`src/rtl/pixel_scan_controller.sv`:
```
// Pixel scan sequencer: emits signed (x,y) pixel coordinates in raster order for the delay-and-sum path.
// Latency: first pixel valid one cycle after start; one pixel per cycle; DONE occupies one cycle per frame.
// Backpressure: o_valid/i_ready handshake; all outputs registered and held while i_ready is low.
// Optional feature: define SCAN_SERPENTINE_EN for boustrophedon (serpentine) row order.
module pixel_scan_controller #(
    parameter int COLS = 64,
    parameter int ROWS = 48,
    parameter int IW   = $clog2(COLS*ROWS)
) (
    input  logic                             i_clk,
    input  logic                             i_rst_n,
    input  logic                             i_start,
    input  logic                             i_abort,
    input  logic                             i_cont,
    output logic signed [$clog2(COLS)-1:0]   o_p_x,
    output logic signed [$clog2(ROWS)-1:0]   o_p_y,
    output logic                             o_valid,
    input  logic                             i_ready,
    output logic                             o_first,
    output logic                             o_last,
    output logic [IW-1:0]                    o_pix_idx,
    output logic                             o_busy,
    output logic                             o_frame_done,
    output logic [7:0]                       o_frame_cnt
);
    localparam int XW = $clog2(COLS);
    localparam int YW = $clog2(ROWS);

    // Coordinate edges as two's complement bit patterns; wrap is done by reloading these.
    localparam logic [XW-1:0] X_MIN  = XW'(-(COLS/2));
    localparam logic [XW-1:0] X_MAX  = XW'(COLS/2 - 1);
    localparam logic [XW-1:0] X_ONE  = XW'(1);
    localparam logic [YW-1:0] Y_MIN  = YW'(-(ROWS/2));
    localparam logic [YW-1:0] Y_ONE  = YW'(1);
    localparam logic [IW-1:0] I_LAST = IW'(COLS*ROWS - 1);
    localparam logic [IW-1:0] I_ONE  = IW'(1);

    typedef enum logic [1:0] {S_IDLE, S_SCAN, S_DONE} state_t;

    state_t          r_state, w_state_nxt;
    logic [XW-1:0]   r_x, w_x_nxt;
    logic [YW-1:0]   r_y, w_y_nxt;
    logic [IW-1:0]   r_idx, w_idx_nxt;
    logic [7:0]      r_cnt, w_cnt_nxt;
    logic            r_valid, r_first, r_last, r_busy, r_done;
    logic            w_first_nxt, w_last_nxt;
    logic            w_row_end;
`ifdef SCAN_SERPENTINE_EN
    // Direction of the current row: 0 = x ascending, 1 = x descending.
    logic            r_dir, w_dir_nxt;
`endif

    // State and all output registers; async reset returns everything to zero / IDLE.
    always_ff @(posedge i_clk or negedge i_rst_n) begin
        if (!i_rst_n) begin
            r_state <= S_IDLE;
            r_x     <= '0;
            r_y     <= '0;
            r_idx   <= '0;
            r_cnt   <= '0;
            r_valid <= 1'b0;
            r_first <= 1'b0;
            r_last  <= 1'b0;
            r_busy  <= 1'b0;
            r_done  <= 1'b0;
`ifdef SCAN_SERPENTINE_EN
            r_dir   <= 1'b0;
`endif
        end else begin
            r_state <= w_state_nxt;
            r_x     <= w_x_nxt;
            r_y     <= w_y_nxt;
            r_idx   <= w_idx_nxt;
            r_cnt   <= w_cnt_nxt;
            r_valid <= (w_state_nxt == S_SCAN);
            r_first <= w_first_nxt;
            r_last  <= w_last_nxt;
            r_busy  <= (w_state_nxt != S_IDLE);
            r_done  <= (w_state_nxt == S_DONE);
`ifdef SCAN_SERPENTINE_EN
            r_dir   <= w_dir_nxt;
`endif
        end
    end

    // Next-state and next-pixel computation; abort overrides everything and discards the in-flight pixel.
    always_comb begin
        w_state_nxt = r_state;
        w_x_nxt     = r_x;
        w_y_nxt     = r_y;
        w_idx_nxt   = r_idx;
        w_cnt_nxt   = r_cnt;
`ifdef SCAN_SERPENTINE_EN
        w_dir_nxt   = r_dir;
        w_row_end   = r_dir ? (r_x == X_MIN) : (r_x == X_MAX);
`else
        w_row_end   = (r_x == X_MAX);
`endif
        if (i_abort) begin
            w_state_nxt = S_IDLE;
        end else begin
            case (r_state)
                S_IDLE: begin
                    if (i_start) begin
                        w_state_nxt = S_SCAN;
                        w_x_nxt     = X_MIN;
                        w_y_nxt     = Y_MIN;
                        w_idx_nxt   = '0;
`ifdef SCAN_SERPENTINE_EN
                        w_dir_nxt   = 1'b0;
`endif
                    end
                end
                S_SCAN: begin
                    if (i_ready) begin
                        if (r_idx == I_LAST) begin
                            w_state_nxt = S_DONE;
                            w_cnt_nxt   = r_cnt + 8'd1;
                        end else begin
                            w_idx_nxt = r_idx + I_ONE;
                            if (w_row_end) begin
                                w_y_nxt = r_y + Y_ONE;
`ifdef SCAN_SERPENTINE_EN
                                // x stays on the edge; the next row runs the other way.
                                w_dir_nxt = ~r_dir;
`else
                                w_x_nxt = X_MIN;
`endif
                            end else begin
`ifdef SCAN_SERPENTINE_EN
                                w_x_nxt = r_dir ? (r_x - X_ONE) : (r_x + X_ONE);
`else
                                w_x_nxt = r_x + X_ONE;
`endif
                            end
                        end
                    end
                end
                S_DONE: begin
                    if (i_cont) begin
                        w_state_nxt = S_SCAN;
                        w_x_nxt     = X_MIN;
                        w_y_nxt     = Y_MIN;
                        w_idx_nxt   = '0;
`ifdef SCAN_SERPENTINE_EN
                        w_dir_nxt   = 1'b0;
`endif
                    end else begin
                        w_state_nxt = S_IDLE;
                    end
                end
                default: w_state_nxt = S_IDLE;
            endcase
        end
        w_first_nxt = (w_state_nxt == S_SCAN) && (w_idx_nxt == '0);
        w_last_nxt  = (w_state_nxt == S_SCAN) && (w_idx_nxt == I_LAST);
    end

    assign o_p_x        = r_x;
    assign o_p_y        = r_y;
    assign o_pix_idx    = r_idx;
    assign o_frame_cnt  = r_cnt;
    assign o_valid      = r_valid;
    assign o_first      = r_first;
    assign o_last       = r_last;
    assign o_busy       = r_busy;
    assign o_frame_done = r_done;

endmodule

```
`config.mk`:
```
export PLATFORM = sky130hd
export DESIGN_NAME = pixel_scan_controller
export DESIGN_NICKNAME = d
export VERILOG_FILES = /design/src/rtl/pixel_scan_controller.sv
export SDC_FILE = /design/constraint.sdc
export NUM_CORES = 1
export LEC_CHECK = 0
export ABC_CLOCK_PERIOD_IN_PS = 2250
export CAP_MARGIN = 20
export CELL_PAD_IN_SITES_DETAIL_PLACEMENT = 0
export CELL_PAD_IN_SITES_GLOBAL_PLACEMENT = 1
export CORE_MARGIN = 1.5
export CORE_UTILIZATION = 35
export CTS_CLUSTER_DIAMETER = 80
export DETAILED_ROUTE_END_ITERATION = 8
export PLACE_DENSITY = 0.85
export SLEW_MARGIN = 20
export SYNTH_ARGS = -nofsm -noshare
export SYNTH_HDL_FRONTEND = slang
export SYNTH_SLANG_ARGS = --single-unit
export TNS_END_PERCENT = 100
```
`constraint.sdc`:
```
create_clock -name i_clk -period 2.25 [get_ports i_clk]
set_input_delay 0.45 -clock i_clk [delete_from_list [all_inputs] [get_ports i_clk]]
set_output_delay 0.45 -clock i_clk [all_outputs]
set_load 0.02 [all_outputs]
```
==> flow_summary.yaml <==
worst_setup_path:
  regToRegEndpoint: "o_last"
  cp_max_fo: 2
  path_delay_family: "simple AND/OR/NAND/NOR gates"
  critPathBufInv: 0
  startpoint_type: "flop"
  required_ps: 2450
  rrSetupSlack_ps: -90
  max_stage_delay_ps: 540
  worst_path_max_delay_cell: "or4_4"
  cp.depth: 6
  critical_path_class: "flop to flop"
  cp-end-kind: "flop"
  crit_arrival_ps: 2530
  cp_cell_sequence: "nand2b_4 > or4_4 > and3_4 > and2_4 > or4b_4 > nor4b_4"
  ff2ff_path_depth: 6
  r2r_start: "r_state[1]"
logic_synthesis:
  synth_seq_cells: 39
  synthArstFlopShare_pct: 100.0
  yosysSeqAreaShare_pct: 44.44
  yosysWarnings: 0
  yosys_most_used_dff: "dfrtp_1"
  syn_nets: 245
  synthCells: 235
  synth_edf_count: 0
  ys_types: 51
  synth_area_um2: 2196
  post_synth.cell_area_avg_um2: 9.344
timing:
  rsz0062_at_grt: "true"
  tightest_slew_ps: 542.6
  fmax_mhz: 428.1
  setup_slack_ps: -85.78
  fin_crit_sh_pct: 103.8
  drv_slew: 0
  finalHoldViolations: 0
  fin_skew_ps: 11.07
  period_minus_slack_ps: 2336
  setup_viol: 1
  relSlewSlack_pct: 63.83
place:
  dp_worst_setup_slack_ps: -365.0
  dp_cells: 400
  io_buffers: 42
  place_hpwl_um: 4942
  gp_congestion: 0.8772
power:
  irDropWorstVdd_mv: 0.4078
  p_leak_uw: 0.001447
  powerDensity_nw_per_um2: 477.2
clock_network:
  clkSinkCount: 39
  cts-root-buf: "clkbuf_8"
  cts.hold.buffers_added: 0
  clock_insertion_delay_worst_skew_ps: 290
  path_clk_slew_ps: 80
  cts_htree_levels: 2
  clk_path_buf_depth: 2
  cts_tree: "done"
  cts_buffers: 5
finish:
  n_antenna_cell: 0
  fin_cells: 410
  drive_gt1_share_pct: 29.85
  fill_cells: 546
  seq_area_um2: 988.4
  final_nets: 344
  area_growth_syn_to_layout_pct: 49.06
  multiInputGateArea_um2: 1201
detailed_routing:
  wire_per_inst_um: 15.94
  via_per_inst: 5.444
  final_antenna_net_count: 0
  drt_iter0_drc: 218
  dr.pass1.iters: 6
  vias: 2232
  wirelength_um: 6535
  route.detailed.drc: 0
global_routing:
  first_global_vias: 2060
  grt_max_degree: 24
  grt_pass1_wl_um: 10120
  grt-ovfl-total: 0
  track_usage_pct: 20.20
  antenna_found_initial: 0
min_path:
  hold_path.class: "input port to asynchronous set/reset pin"
floorplanning:
  die-area_um2: 6758
  dieHeight_um: 82.21
  core_area_um2: 5991
  fp.dieW_um: 82.21
  start_util_pct: 36.65
  row_count: 28
  io_pins: 43
run:
  maxCapViolCount: 0
run_status:
  outcome: "finished, violations left"
  violations: "setup timing"
[cells by family (layout without fill, tap and decap cells)]
logic type	count (synthesis)	in the layout	synth area share [%]
AOI/OAI and AO/OA	55	55	16.01
adders and majority gates	4	4	2.279
xor gates and xnor gates	8	8	3.191
muxes	2	2	0.9686
DFF	39	39	44.44
and+or+nand+nor	112	112	29.12
buffers and inverters	15	115	3.988
[worst reg2reg max path, cell delays in order, from the launching register on]
cell and delay [ps]:
dfrtp_1 420, nand2b_4 160, or4_4 540, and3_4 200, and2_4 150, or4b_4 500
nor4b_4 270
[cell type report]
class | count | share of cell area [%]
Clock buffer | 6 | 2.217
Clock inverter | 2 | 0.3823
Inverter | 6 | 0.6881
Multi-Input combinational cell | 181 | 36.70
Sequential cell | 39 | 30.20
Tap cell | 75 | 2.867
Timing Repair Buffer | 101 | 26.95
[flip-flops by register name, summed over array words and instances (netlist names)]
register / flops
o_pix_idx: 12
o_frame_cnt: 8
o_p_x: 6
o_p_y: 6
r_state: 2
o_busy: 1
o_first: 1
o_frame_done: 1
o_last: 1
o_valid: 1
[what timing repair did]
item / in CTS / in global routing
endpoints found under the setup margin: 1 / 6
resized for setup: 2 / 16
pin swaps: 0 / 11
setup buffers: 1 / 3
[routing by layer]
metal / GRT usage [%] / wire length (um)
met5: 0 / 0
met4: 6.271 / 117
met3: 4.505 / 409
met2: 30.89 / 3038
met1: 28.33 / 2969
[worst max-delay path by stage]
stage | from | end | slack (ps)
floorplan | o_pix_idx[1] | o_last | -240
global placement | i_ready | o_last | -340
global route | o_pix_idx[0] | o_last | -150
finish | r_state[1] | o_last | -90
detailed placement | i_ready | o_last | -360
CTS | o_pix_idx[0] | o_last | -70
[report_power, final]
| part | total [uW] | internal [uW] | switching [uW] |
|---|---|---|---|
| logic | 324 | 152 | 173 |
| clock network | 468 | 217 | 251 |
| registers | 770 | 734 | 35.4 |
| total | 1560 | 1100 | 459 |
[synthesized netlist by cell type (2+ instances only)]
library cell  count  area, um2
o22a_1            2      17.52
dfrtp_1          39      975.9
nor4_1            3      18.77
nand3_1          16      80.08
and2_1            3      18.77
xor2_1            3      26.28
nor3b_1           2      15.01
nor3_1            9      45.04
nand2_1          27      101.4
nand2b_1          4      25.02
o211ai_1          5      37.54
xnor2_1           5      43.79
a31oi_1           3      18.77
inv_1             6      22.52
buf_6             3      33.78
nand4_1           7      43.79
o311ai_0          2      17.52
ha_1              4      50.05
and3_2            2      15.01
o21bai_1          2      15.01
nor2_1           14      52.55
o21ai_0          19      95.09
and3_1            5      31.28
buf_4             2      15.01
o31ai_1           4      30.03
clkbuf_1          3      11.26
a211oi_1          3      22.52
a21oi_1           8      40.04
nand3b_1          2      15.01
a21o_1            3      22.52
nor2b_1           2      12.51
and4_1            4      35.03
[metrics by stage]
| step | setup TNS, ps | total power, uW | cell area (um2) | utilization [%] | hold slack (ps) |
|---|---|---|---|---|---|
| 2_1_floorplan | -238.5 | 929.0 | 2225 | - | 154.4 |
| 3_3_place_gp | -1950 | 1099 | 3109 | 51.90 | 463.6 |
| 3_5_place_dp | -2479 | 1103 | 3109 | 51.90 | 463.5 |
| 4_1_cts | -69.60 | 1578 | 3214 | 53.65 | 144.0 |
| 5_1_grt | -147.2 | 1648 | 3273 | 54.64 | 162.4 |
| 6_report | -85.78 | 1562 | 3273 | 54.64 | 133.3 |
[placed cells by master, fill, tap and decap left out, types with 7 or more instances in the layout]
cell type and count:
buf_4 57, clkdlybuf4s50_1 38, dfrtp_1 29, nand2_1 26, o21ai_0 17, nand3_1 14, nor2_1 14, dfrtp_2 10
a21oi_1 8, nor3_1 8, nand4_1 7
Power figures use the tool's default switching activity.
